### src/rtl/pipe_pkg.sv
// Shared pipeline constants: forward-select encodings, Tuse sentinel and
// default mult/div latencies.
package pipe_pkg;

    localparam logic [1:0] FWD_RF    = 2'd0;
    localparam logic [1:0] FWD_M     = 2'd1;
    localparam logic [1:0] FWD_E     = 2'd2;
    localparam logic [1:0] TUSE_NONE = 2'd3;

    localparam int MULT_CYCLES_DEF = 5;
    localparam int DIV_CYCLES_DEF  = 10;

endpackage

### src/rtl/md_busy_counter.sv
// Mult/div occupancy countdown: loads on start (restart allowed while busy),
// decrements to zero, reports busy combinationally.
module md_busy_counter #(
    parameter int MULT_CYCLES = 5,
    parameter int DIV_CYCLES  = 10,
    parameter int CNT_W       = 4
) (
    input  logic clk,
    input  logic reset,
    input  logic start,
    input  logic is_div,
    output logic busy
);

    logic [CNT_W-1:0] md_cnt;

    always_ff @(posedge clk) begin
        if (reset) begin
            md_cnt <= '0;
        end else if (start) begin
            md_cnt <= is_div ? CNT_W'(DIV_CYCLES) : CNT_W'(MULT_CYCLES);
        end else if (md_cnt != '0) begin
            md_cnt <= md_cnt - 1'b1;
        end
    end

    assign busy = start | (md_cnt != '0);

endmodule

### src/rtl/hazard_ctrl.sv
// Stall/flush/forward controller for the 5-stage pipeline; all outputs are
// combinational and forced low while reset is asserted.
module hazard_ctrl
    import pipe_pkg::*;
#(
    parameter int MULT_CYCLES = MULT_CYCLES_DEF,
    parameter int DIV_CYCLES  = DIV_CYCLES_DEF,
    parameter int CNT_W       = 4
) (
    input  logic       clk,
    input  logic       reset,
    input  logic [4:0] D_rs,
    input  logic [4:0] D_rt,
    input  logic [1:0] D_tuse_rs,
    input  logic [1:0] D_tuse_rt,
    input  logic       D_is_md,
    input  logic       D_branch_taken,
    input  logic [4:0] E_wa,
    input  logic [1:0] E_tnew,
    input  logic [4:0] M_wa,
    input  logic [1:0] M_tnew,
    input  logic       E_md_start,
    input  logic       E_md_div,
    output logic       F_Stall,
    output logic       D_Stall,
    output logic       D_Flush,
    output logic       E_Flush,
    output logic [1:0] D_fwd_rs,
    output logic [1:0] D_fwd_rt,
    output logic       md_busy
);

    logic cnt_busy;
    logic stall_rs;
    logic stall_rt;
    logic stall_md;
    logic stall;

    md_busy_counter #(
        .MULT_CYCLES(MULT_CYCLES),
        .DIV_CYCLES (DIV_CYCLES),
        .CNT_W      (CNT_W)
    ) u_md_cnt (
        .clk   (clk),
        .reset (reset),
        .start (E_md_start),
        .is_div(E_md_div),
        .busy  (cnt_busy)
    );

    function automatic logic reg_stall(input logic [4:0] r, input logic [1:0] tuse,
                                       input logic [4:0] e_wa, input logic [1:0] e_tnew,
                                       input logic [4:0] m_wa, input logic [1:0] m_tnew);
        return (r != 5'd0) &&
               (((r == e_wa) && (e_tnew > tuse)) || ((r == m_wa) && (m_tnew > tuse)));
    endfunction

    // E is checked first so the newest in-flight value wins.
    function automatic logic [1:0] fwd_sel(input logic [4:0] r,
                                           input logic [4:0] e_wa, input logic [1:0] e_tnew,
                                           input logic [4:0] m_wa, input logic [1:0] m_tnew);
        if (r == 5'd0)                         return FWD_RF;
        else if (r == e_wa && e_tnew == 2'd0)  return FWD_E;
        else if (r == m_wa && m_tnew == 2'd0)  return FWD_M;
        else                                   return FWD_RF;
    endfunction

    always_comb begin
        stall_rs = reg_stall(D_rs, D_tuse_rs, E_wa, E_tnew, M_wa, M_tnew);
        stall_rt = reg_stall(D_rt, D_tuse_rt, E_wa, E_tnew, M_wa, M_tnew);
        stall_md = D_is_md & cnt_busy;
        stall    = stall_rs | stall_rt | stall_md;
    end

    // A stall outranks a flush so the held D instruction survives.
    always_comb begin
        F_Stall  = 1'b0;
        D_Stall  = 1'b0;
        E_Flush  = 1'b0;
        D_Flush  = 1'b0;
        D_fwd_rs = FWD_RF;
        D_fwd_rt = FWD_RF;
        md_busy  = 1'b0;
        if (!reset) begin
            F_Stall  = stall;
            D_Stall  = stall;
            E_Flush  = stall;
            D_Flush  = D_branch_taken & ~stall;
            D_fwd_rs = fwd_sel(D_rs, E_wa, E_tnew, M_wa, M_tnew);
            D_fwd_rt = fwd_sel(D_rt, E_wa, E_tnew, M_wa, M_tnew);
            md_busy  = cnt_busy;
        end
    end

endmodule

### config.mk
export PLATFORM = sky130hd
export DESIGN_NAME = hazard_ctrl
export DESIGN_NICKNAME = d
export VERILOG_FILES = /design/src/rtl/pipe_pkg.sv /design/src/rtl/md_busy_counter.sv /design/src/rtl/hazard_ctrl.sv
export SDC_FILE = /design/constraint.sdc
export NUM_CORES = 1
export LEC_CHECK = 0
export CORE_MARGIN = 5
export CORE_UTILIZATION = 40
export CTS_BUF_LIST = sky130_fd_sc_hd__clkbuf_8
export CTS_CLUSTER_SIZE = 25
export DETAILED_ROUTE_END_ITERATION = 12
export HOLD_SLACK_MARGIN = 0.05
export PLACE_DENSITY = 0.91
export SLEW_MARGIN = 25
export SYNTH_ARGS = -nofsm -noshare
export SYNTH_HDL_FRONTEND = slang
export SYNTH_SLANG_ARGS = --single-unit
### constraint.sdc
create_clock -name clk -period 1.79 [get_ports clk]
set_input_delay 0.179 -clock clk [delete_from_list [all_inputs] [get_ports clk]]
set_output_delay 0.179 -clock clk [all_outputs]
set_load 0.01 [all_outputs]
# Word level (Yosys, flattened, before mapping)
# Index checks and enable logic that the tools add are counted.
# classes
n_addsub	1
n_lt_le_gt_ge	4
n_eq_ne	4
muxes	14
bitwise_logic	6
reduce_logical	20
# op_table
op	n
$eq A5 B5 Y1	4
$mux W2	6
$mux W4	3
$logic_and A1 B1 Y1	10
$logic_not A5 Y1	2
$reduce_bool A5 Y1	2
$gt A2 B2 Y1	4
$mux W1	5
$logic_not A2 Y1	2
$reduce_bool A4 Y1	1
$sub A4 B1 Y4 const B	1
$or A1 B1 Y1	3
$and A1 B1 Y1	2
$logic_or A1 B1 Y1	2
$reduce_bool A2 Y1	1
$not A1 Y1	1
# word_totals
regBits	4
inputBits	34
out_inout_bits	9
word_cells	50

# Logic depth before layout (Yosys ltp)
# Gate-level depths: netlist (run 1).
# depth
depth_word	9
depth_mapped	8
ltp_nobuf	7

# Modules after synthesis
# From an unflattened synthesis (run 1), not the netlist that was laid out.
# unflattened
cells_unflattened	105
area_unflattened_um2	793.3
# modules_own_cells
module	instances	cells_per_inst	area_per_inst_um2	seq_area_each_um2
hazard_ctrl	1	81	566.8	0.0
md_busy_counter	1	24	226.5	80.1

# Worst setup path before layout (run 1)
# Ideal clock, no wire load.
# synth_path
path_kind	reg-to-output
startpoint	reg u_md_cnt.md_cnt[0]
endpoint	out E_Flush
arrival_time_ns	1.610
t_required_ns	1.611
setup_slack_ns	0.001
stages_incl_launch_ff	8
path_buffers	1
cell_sequence	dfxtp_1 inv_1 ha_1 or4b_1 nor2b_1 nand2_1 o211ai_2 buf_4
# synth_between
elab_chain_len	5
# synth_lines
item	line	source
from (decl)	md_busy_counter.sv:15	logic [CNT_W-1:0] md_cnt;
from (signal assigned)	md_busy_counter.sv:21	md_cnt <= is_div ? CNT_W'(DIV_CYCLES) : CNT_W'(MULT_CYCLES);
from (signal assigned)	md_busy_counter.sv:23	md_cnt <= md_cnt - 1'b1;
$reduce_bool A4 Y1	md_busy_counter.sv:27	assign busy = start | (md_cnt != '0);
$or A1 B1 Y1	md_busy_counter.sv:27	
$and A1 B1 Y1	hazard_ctrl.sv:71	stall_md = D_is_md & cnt_busy;
$or A1 B1 Y1	hazard_ctrl.sv:72	stall = stall_rs | stall_rt | stall_md;
$mux W1	-	
to (decl)	hazard_ctrl.sv:27	output logic E_Flush,
# Every way passes these cells.

# Worst setup path in the final report (run 1)
# layout_path
startpoint	reg u_md_cnt.md_cnt[0]
endpoint	out F_Stall
# layout_between
elab_chain_len	5
# layout_lines
item	line	source
$reduce_bool A4 Y1	md_busy_counter.sv:27	
$or A1 B1 Y1	md_busy_counter.sv:27	
$and A1 B1 Y1	hazard_ctrl.sv:71	
$or A1 B1 Y1	hazard_ctrl.sv:72	
$mux W1	hazard_ctrl.sv:84	if (!reset) begin
to (decl)	hazard_ctrl.sv:24	output logic F_Stall,
# Every way passes these cells.

==> results.toml, run 1 <==
[global_route]
grt_start_max_net_pins = 8
grt_pass1_wl_mm = 6.47
grt_overflow_total = 0
antenna_found_initial = 0
grt_pass1_vias = 1273
grtUsageTotal_pct = 32.6

[final_layout]
largest-register = "u_md_cnt.md_cnt"
top_regs = "u_md_cnt.md_cnt: 4 flops"
area_growth_pct = 124
multiInputGateArea_um2 = 908
final-seq-area_um2 = 82.6
drive_above_1_share_pct = 60.2
nNetsFinal = 227
largest_reg_flops = 4
fill_cells = 30
final_cell_count_no_fill = 206
postLayoutCellArea_um2 = 1730
diodes = 0

[timing]
setup_viol = 8
clock_skew_ns = 0.00592
worst_pin_slew_ns = 0.326
setup_slack_ns = -0.133
finalCritPeriodShare_pct = 107
rsz0062_at_grt = "true"
maxSlewHeadroom_pct = 78.1
hold_viol = 0
hold-worst-slack_ns = 0.622
finalCriticalPeriod_ns = 1.92
max_freq_ghz = 0.520
final-max-slew-violation-count = 0

[yosys]
synth_top_area_share_pct = 16.2
ys_warn_count = 0
yosys.area.top_type = "ha_1"
synth_nets = 145
synth_ff_type = "dfxtp_1"
seq_area_frac_synth_pct = 10.4
ys_ff_latch = 4
synth.distinct_cells = 28
async_flop_share_pct = 0
synthesis.area_um2 = 772
synth.top_cells.by_area = "ha_1 16%, xnor2_1 16%, dfxtp_1 10%"
netlist_instances = 101
synth.most_common_cell = "xnor2_1"
synth_enable_flop_cells = 0
yosys-top-cells-count = "14 x xnor2_1, 10 x ha_1, 9 x nand2_1"
syn_area_per_cell_um2 = 7.64

[clock_network]
clkLatencyLatePin_ns = 0.23
cts_tree = "done"
cts_root_buffer = "clkbuf_8"
cts_sinks = 4
postCtsHoldBufs = 0
htree_levels = 1
cts_buffers = 3
cts.clk_slew.worst_paths_ns = 0.03
cts_buffer_depth = 2

[critical_path]
timing.rr.end = "u_md_cnt.md_cnt[1]$_SDFFE_PP0N_"
reg2regPathDepth = 7
crit_required_ns = 1.61
cp-endpoint = "F_Stall"
worstSetupStartpointType = "flop"
critPathMaxStageDelay_ns = 0.49
cp_slowest_cell = "or4b_4"
end_kind = "output port"
r2r_start = "u_md_cnt.md_cnt[0]$_SDFFE_PP0N_"
crit_fanout = 3
cp-startpoint = "u_md_cnt.md_cnt[0]$_SDFFE_PP0N_"
crit_chain = "inv_2 > ha_1 > or4b_4 > nor2b_4 > nand2_2 > o211ai_4 > buf_6"
path_class = "flop to output port"
cp.arrival_ns = 1.74
ff2ff_setup_slack_ns = 0.10

[worst_hold_path]
min_path_cells = 2
hold_path.class = "flop to flop"

[pwr]
power_density_nw_per_um2 = 486
p_total_mw = 0.841
ir_worst_vdd_v = 0.000710
total_leakage_power_nw = 0.809

[placed_design]
hpwl_mm = 2.71
portBuffers = 42
post-place-cells = 200
gp_congestion = 0.842
dpl-instance-area_um2 = 1460
place_ws_ns = -0.811

[floorplanning]
die_h_um = 53.9
fp.dieW_um = 53.9
coreArea_um2 = 1780
dieArea_um2 = 2910
rows = 15
num_io_pins = 43
start_util_pct = 43.3

[route]
drtIter0Drc = 96
drc_errors = 0
wl_per_cell_um = 26.2
totalWireLength_mm = 5.39
via_count = 1280
first_pass_iters = 5
via_per_inst = 6.21
ant_nets = 0

[outcome]
violations = "setup timing"
status = "finished, violations left"

[run]
cap_violations = 0
kinds of logic (layout without fill, tap and decap cells):
| logic type | after synthesis | count (layout) | synth area share (%) |
|---|---|---|---|
| AOI/OAI and AO/OA | 15 | 15 | 13.8 |
| xor gates and xnor gates | 22 | 22 | 25.0 |
| DFF | 4 | 4 | 10.4 |
| buffers and inverters | 8 | 88 | 4.86 |
| and+or+nand+nor | 42 | 42 | 29.8 |
| adders and majority gates | 10 | 10 | 16.2 |
critical path: cells and delay by family (launching register included):
kind / cells / cell delay [ns]
simple gates: 3 / 0.74
flops: 1 / 0.32
buf+inv: 2 / 0.21
fa+ha+maj: 1 / 0.14
compound gates: 1 / 0.10
layout make-up:
type / instances / area share [%]
multi-input combinational: 89 / 52.5
clock buffer: 3 / 2.39
sequential: 4 / 4.78
timing repair buffer: 79 / 37.2
inverter: 6 / 1.30
tap: 25 / 1.81
stage by stage:
step / utilization [%] / setup TNS [ns]
global placement: 82.1 / -5.23
detailed placement: 82.1 / -5.79
global route: 97.0 / -1.13
CTS: 90.0 / -0.161
finish: 97.0 / -0.811
floorplan: - / 0
routing by layer:
layer	GRT usage [%]	vias up	routed length, µm
met5	0	-	0
met4	21.7	0	344
met3	11.6	46	597
met2	56.3	130	2530
met1	32.6	588	1920
li1	-	516	-
placed cells by master, fill, tap and decap left out, types with 2 or more instances in the layout:
cell type        instances
nor3_4                   2
or4_4                    3
inv_2                    5
nand3_2                  2
nand2b_1                 2
nand2_2                  2
o21ai_1                  2
xnor2_2                  6
nor3_1                   3
o211a_1                  2
dfxtp_1                  2
o21ai_2                  3
nor3_2                   3
or3_4                    2
nor2_4                   2
xnor2_1                  7
clkdlybuf4s15_2          3
nand2_1                  7
nor2b_4                  3
xor2_1                   7
clkbuf_2                 4
nor2_1                   2
clkdlybuf4s15_1          6
clkbuf_8                 3
buf_2                    9
ha_1                     9
clkdlybuf4s50_1          5
buf_6                    7
buf_4                   36
dfxtp_2                  2
dlygate4sd2_1            8
power by group:
group | switching [mW] | internal [mW] | total [mW]
logic | 0.256 | 0.269 | 0.525
clock network | 0.0560 | 0.144 | 0.200
registers | 0.0102 | 0.105 | 0.116
worst min-delay path by stage:
stage,start,to,slack (ns)
2_1_floorplan,reset,u_md_cnt.md_cnt[0]$_SDFFE_PP0N_,0.25
3_3_place_gp,u_md_cnt.md_cnt[0]$_SDFFE_PP0N_,u_md_cnt.md_cnt[0]$_SDFFE_PP0N_,0.56
3_5_place_dp,u_md_cnt.md_cnt[0]$_SDFFE_PP0N_,u_md_cnt.md_cnt[0]$_SDFFE_PP0N_,0.57
4_1_cts,u_md_cnt.md_cnt[0]$_SDFFE_PP0N_,u_md_cnt.md_cnt[0]$_SDFFE_PP0N_,0.57
5_1_grt,u_md_cnt.md_cnt[0]$_SDFFE_PP0N_,u_md_cnt.md_cnt[0]$_SDFFE_PP0N_,0.62
6_report,u_md_cnt.md_cnt[0]$_SDFFE_PP0N_,u_md_cnt.md_cnt[0]$_SDFFE_PP0N_,0.62
what timing repair did:
action,4_1_cts,5_1_grt
setup endpoints to repair,9,9
buffers inserted,1,2
pin swaps,25,15
gates cloned,0,0
gates resized for setup,137,38
No activity file was read; power rests on OpenSTA's default activity.
==> inputs of run 2 (changes only) <==
- ABC_CLOCK_PERIOD_IN_PS: not set -> 1790
- PLACE_DENSITY: 0.91 -> 0.9
- SYNTH_HIERARCHICAL: not set -> 1
==> run 2 against run 1 <==
  * The flow still finishes with violations (setup timing)
  * Clock power is essentially flat
  * Core utilization shrank 8.4 points
  * Global-route usage shrank 3.3 points
  * Clock skew grew 0.0015 ns
  * Via count shrank 8.6%
  * Final area shrank 1.5%
  * Die area grew 2.2%
  * Sequential share of layout area grew 0.074 points
  * Critical path type is now input port to output port
  * Critical endpoint unchanged
==> results.toml, run 2 <==
[yosys]
synth.area.mux_share_pct = 1.42
synth.distinct_cells = 30
synth_xor_area_share_pct = 25.4
syn_area_per_cell_um2 = 7.55
synth_ff_type = "dfxtp_1"
synth_top_family_by_area = "simple AND/OR/NAND/NOR gates"
synth_nets = 149
synth_adder_area_share_pct = 15.8
synthesis.area_um2 = 793
synth.most_common_cell = "xor2_1"
yosys.area.top_type = "xor2_1"
seq_area_frac_synth_pct = 10.1
synth_compound_area_share_pct = 10.7
synth_enable_flop_cells = 0
async_flop_share_pct = 0
ys_warn_count = 6
synth.top_cells.by_area = "xor2_1 18%, ha_1 16%, dfxtp_1 10%"
synth-simple-area-share_pct = 31.4
yosys-top-cells-count = "16 x xor2_1, 10 x ha_1, 8 x nand2_1, 8 x nor3_1"
ys_ff_latch = 4
netlist_instances = 105
synth_top_area_share_pct = 17.7

[final_layout]
top_regs = "u_md_cnt/md_cnt: 4 flops"
drive_above_1_share_pct = 49.5
nNetsFinal = 236
final_common_cell = "buf_4"
diodes = 0
multiInputGateArea_um2 = 841
largest_reg_flops = 4
largest-register = "u_md_cnt/md_cnt"
final-seq-area_um2 = 82.6
postLayoutCellArea_um2 = 1700
final_cell_count_no_fill = 217
final_cell_mix = "41 x buf_4, 14 x xor2_1, 11 x dlygate4sd2_1, 10 x buf_2"
fill_cells = 95
area_growth_pct = 115

[global_route]
antenna_found_initial = 0
grtUsageTotal_pct = 29.3
grt_overflow_total = 0
grt_start_max_net_pins = 9
grt_pass1_wl_mm = 6.17
grt_pass1_vias = 1341

[timing]
clock_skew_ns = 0.00739
final-max-slew-violation-count = 0
finalCritPeriodShare_pct = 111
hold_viol = 0
setup_slack_ns = -0.193
setup_tns_ns = -0.724
finalCriticalPeriod_ns = 1.98
worst_pin_slew_ns = 0.474
max_freq_ghz = 0.504
maxSlewHeadroom_pct = 68.3
rsz0062_at_grt = "true"
setup_viol = 4

[route]
via_per_inst = 5.39
via_count = 1170
drtIter0Drc = 18
totalWireLength_mm = 3.91
wl_per_cell_um = 18.0
drc_errors = 0
first_pass_iters = 6
ant_nets = 0

[pwr]
ir_worst_vdd_v = 0.000392
p_total_mw = 0.811
power_density_nw_per_um2 = 477
total_leakage_power_nw = 0.817

[floorplanning]
dieArea_um2 = 2970
coreArea_um2 = 1920
num_io_pins = 43
rows = 16
die_h_um = 54.5
fp.dieW_um = 54.5
start_util_pct = 41.3

[critical_path]
cp.arrival_ns = 1.80
ff2ff_setup_slack_ns = 0.23
critPathMaxStageDelay_ns = 0.52
end_kind = "output port"
path_depth = 9
worstSetupStartpointType = "input port"
reg2regPathDepth = 7
path_class = "input port to output port"
crit_required_ns = 1.61
cp_slowest_cell = "or4_4"
crit_fanout = 3
critPathBufInv = 3
worst_path_dominant_cell_family = "simple AND/OR/NAND/NOR gates"
crit_chain = "clkdlybuf4s15_2 > inv_2 > ha_1 > nand2_1 > o21ai_1 > or4_4 > o21ai_2 > a211o_1 > buf_2"

[clock_network]
cts_sinks = 4
cts_root_buffer = "clkbuf_8"
cts_tree = "done"
postCtsHoldBufs = 0
cts_buffer_depth = 2
cts.clk_slew.worst_paths_ns = 0.03
cts_buffers = 3
clkLatencyLatePin_ns = 0.22
htree_levels = 1

[placed_design]
portBuffers = 42
hpwl_mm = 2.37
dpl-instance-area_um2 = 1440
gp_congestion = 0.868
post-place-cells = 200

[worst_hold_path]
min_path_cells = 3
hold_path.class = "input port to flop"

[outcome]
violations = "setup timing"
status = "finished, violations left"

[run]
cap_violations = 0
-- run 2: cell families after synthesis --
family / count (synthesis)
XOR/XNOR: 23
adder cells (fa/ha/maj): 10
buffers and inverters: 9
flip-flops: 4
multiplexers: 1
AO/OA/AOI/OAI: 13
AND/OR/NAND/NOR: 45
-- run 2: tightest hold or removal path, cell delays in order --
cell and delay (ns):
clkdlybuf4s50_1 0.43, nand2_1 0.13, o22ai_1 0.09
-- run 2: where the power goes --
part / switching [mW] / internal [mW] / total [mW]
logic: 0.226 / 0.272 / 0.498
registers: 0.0128 / 0.103 / 0.116
clock network: 0.0537 / 0.144 / 0.198
total: 0.292 / 0.519 / 0.811
-- run 2: final timing paths --
| check | to | startpoint |
|---|---|---|
| worst max-delay path | F_Stall | M_tnew[0] |
| worst min-delay path | u_md_cnt/md_cnt[1]$_SDFFE_PP0P_ | E_md_div |
| worst max register to register | u_md_cnt/md_cnt[2]$_SDFFE_PP0P_ | u_md_cnt/md_cnt[1]$_SDFFE_PP0P_ |
| worst min register to register | u_md_cnt/md_cnt[1]$_SDFFE_PP0P_ | u_md_cnt/md_cnt[1]$_SDFFE_PP0P_ |
-- run 2: what timing repair did --
item	in CTS	in global routing
cloned	0	0
setup buffers	11	4
resized for setup	98	24
pin swaps	20	16
setup endpoints to repair	9	7
-- run 2: metrics by stage --
| step | hold WS (ns) | utilization, % | worst slack, ns |
|---|---|---|---|
| final | 0.653 | 88.6 | -0.193 |
| after global routing | 0.689 | 88.6 | -0.276 |
| after CTS | 0.591 | 85.2 | -0.112 |
| after detailed placement | 0.660 | 75.1 | -0.808 |
| after global placement | 0.628 | 75.1 | -0.773 |
| after floorplan | 0.248 | - | 0.0492 |
-- run 2: routing by layer --
metal  global-route usage, %  share of wire [%]  up-vias  routed length (µm)
met5                       0                  0        -                   0
met4                    19.9                4.2        0                 166
met3                    10.1                7.1       20                 277
met2                    53.8                 54       69                2100
met1                    26.7                 35      540                1370
li1                        -                  -      541                   -
-- run 2: area by class of cell --
class	instances	area share, %
multi-input cells	92	49.4
inverters	7	1.69
well taps	27	1.98
clock buffers	3	2.42
repair buffers	84	39.7
flip-flops and latches	4	4.85
==> inputs of run 3 (changes only) <==
- CORE_UTILIZATION: 40 -> 39
- CTS_BUF_LIST: sky130_fd_sc_hd__clkbuf_8 -> not set
- PLACE_DENSITY: 0.9 -> 0.88
==> run 3 against run 2 <==
  * The run still ends with setup timing left
  * Largest cell class unchanged
  * Flip-flop and latch count unchanged
  * Final area decreased by 4.2%
  * Via count decreased by 4.8%
==> results.toml, run 3 (synthesized netlist as in run 2, its figures left out) <==
[final_layout]
final_cell_mix = "33 x buf_4, 20 x dlygate4sd2_1, 15 x xor2_1, 9 x buf_2, 8 x clkdlybuf4s50_1"
largest_reg_flops = 4
fill_cells = 114
final_util_pct = 84.0
area_growth_pct = 106
largest-register = "u_md_cnt/md_cnt"
diodes = 0
drive_above_1_share_pct = 46.4
nNetsFinal = 229
top_regs = "u_md_cnt/md_cnt: 4 flops"
postLayoutCellArea_um2 = 1630
final_common_cell = "buf_4"
final_cell_count_no_fill = 210

[pwr]
p_switching_mw = 0.260
p_comb_share_pct = 66.7
p_clk_share_pct = 16.7
ir_worst_vdd_v = 0.000373
switching_share_pct = 37.6
power_density_nw_per_um2 = 424
total_leakage_power_nw = 0.740
power.internal_mw = 0.431
pwr-share-seq_pct = 16.6

[clock_network]
cts_buffers = 3
htree_levels = 1
cts_root_buffer = "clkbuf_4"
clkLatencyLatePin_ns = 0.24
cts_buffer_depth = 2
cts_tree = "done"
cts_sinks = 4
postCtsHoldBufs = 0
cts.clk_slew.worst_paths_ns = 0.04

[placed_design]
post-place-cells = 198
gp_congestion = 0.873
hpwl_mm = 2.33
dpl-instance-area_um2 = 1430
portBuffers = 42

[global_route]
grt_overflow_total = 0
grt_pass1_vias = 1224
grt_pass1_wl_mm = 5.22
antenna_found_initial = 0
grtUsageTotal_pct = 23.9
grt_start_max_net_pins = 9

[floorplanning]
start_util_pct = 40.9
coreArea_um2 = 1940
fp.dieW_um = 55.1
num_io_pins = 43
dieArea_um2 = 3040
rows = 16
die_h_um = 55.1

[route]
drtIter0Drc = 14
totalWireLength_mm = 3.38
via_count = 1114
ant_nets = 0
first_pass_iters = 6
drc_errors = 0
wl_per_cell_um = 16.1
via_per_inst = 5.30

[timing]
setup_slack_ns = -0.170
hold_viol = 0
finalCritPeriodShare_pct = 110
max_freq_ghz = 0.510
maxSlewHeadroom_pct = 74.1
setup_tns_ns = -0.562
worst_pin_slew_ns = 0.388
rsz0062_at_grt = "true"
setup_viol = 4
clock_skew_ns = 0.00490
final-max-slew-violation-count = 0
finalCriticalPeriod_ns = 1.96

[critical_path]
crit_fanout = 3
crit_required_ns = 1.61
path_class = "input port to output port"
end_kind = "output port"
worstSetupStartpointType = "input port"
cp.arrival_ns = 1.78

[run]
cap_violations = 0

[outcome]
status = "finished, violations left"
violations = "setup timing"

[worst_hold_path]
hold_path.class = "input port to flop"
run 3: cell count changes in the layout (fill, tap and decap cells not counted), moves of 2 or more:
cell	previous run	this run
dlygate4sd2_1	11	20
buf_4	41	33
dlymetal6s2s_1	5	0
clkbuf_4	0	3
clkbuf_8	3	0
clkbuf_2	3	1
clkdlybuf4s15_1	3	1
clkdlybuf4s15_2	1	3
nor3_1	2	4
nor3_2	6	4
run 3: cell type report:
class                           instances  area, µm²  area share, %
Tap cell                               27       33.8           2.07
Multi-Input combinational cell         92        847           51.9
Sequential cell                         4       82.6           5.06
Timing Repair Buffer                   77        619           38.0
Clock buffer                            3       22.5           1.38
Inverter                                7       26.3           1.61
run 3: path summary, 6_finish.rpt:
| check | from | endpoint | slack, ns | cells past startpoint |
|---|---|---|---|---|
| setup reg to reg | u_md_cnt/md_cnt[0]$_SDFFE_PP0P_ | u_md_cnt/md_cnt[2]$_SDFFE_PP0P_ | 0.16 | 8 |
| setup / recovery | M_tnew[0] | E_Flush | -0.17 | 9 |
| hold reg to reg | u_md_cnt/md_cnt[1]$_SDFFE_PP0P_ | u_md_cnt/md_cnt[3]$_SDFFE_PP0P_ | 0.71 | 3 |
| hold / removal | E_md_div | u_md_cnt/md_cnt[1]$_SDFFE_PP0P_ | 0.60 | 3 |
run 3: routing by layer:
metal  track usage [%]  wire [µm]  up-vias
met2              46.7       1720       69
met4              9.31        119        0
met5                 0          0        -
li1                  -          -      525
met3              4.83        272       16
met1              24.4       1270      504
run 3: power by group through the flow:
stage / Clock (mW) / Combinational (mW) / Sequential (mW)
after floorplan: 0 / 0.171 / 0.110
after global placement: 0 / 0.365 / 0.109
after detailed placement: 0 / 0.382 / 0.111
after CTS: 0.115 / 0.432 / 0.112
after global routing: 0.125 / 0.494 / 0.115
final: 0.116 / 0.461 / 0.115
run 3: what timing repair did:
action	4_1_cts	5_1_grt
setup buffers	8	1
pin swaps	26	5
setup endpoints to repair	9	8
resized for setup	103	8
run 3: critical path, cell delays in order:
cell             delay, ns
clkdlybuf4s15_2       0.20
inv_2                 0.04
ha_1                  0.28
nand2_1               0.06
o21ai_1               0.07
or4_4                 0.53
o21ai_4               0.09
a211o_1               0.18
buf_2                 0.15
run 3: stage by stage:
step | hold slack [ns] | setup WS (ns) | power (mW)
floorplan | 0.248 | 0.0492 | 0.281
global placement | 0.619 | -0.772 | 0.475
detailed placement | 0.666 | -0.806 | 0.492
CTS | 0.568 | -0.119 | 0.659
global route | 0.614 | -0.252 | 0.733
finish | 0.596 | -0.170 | 0.692
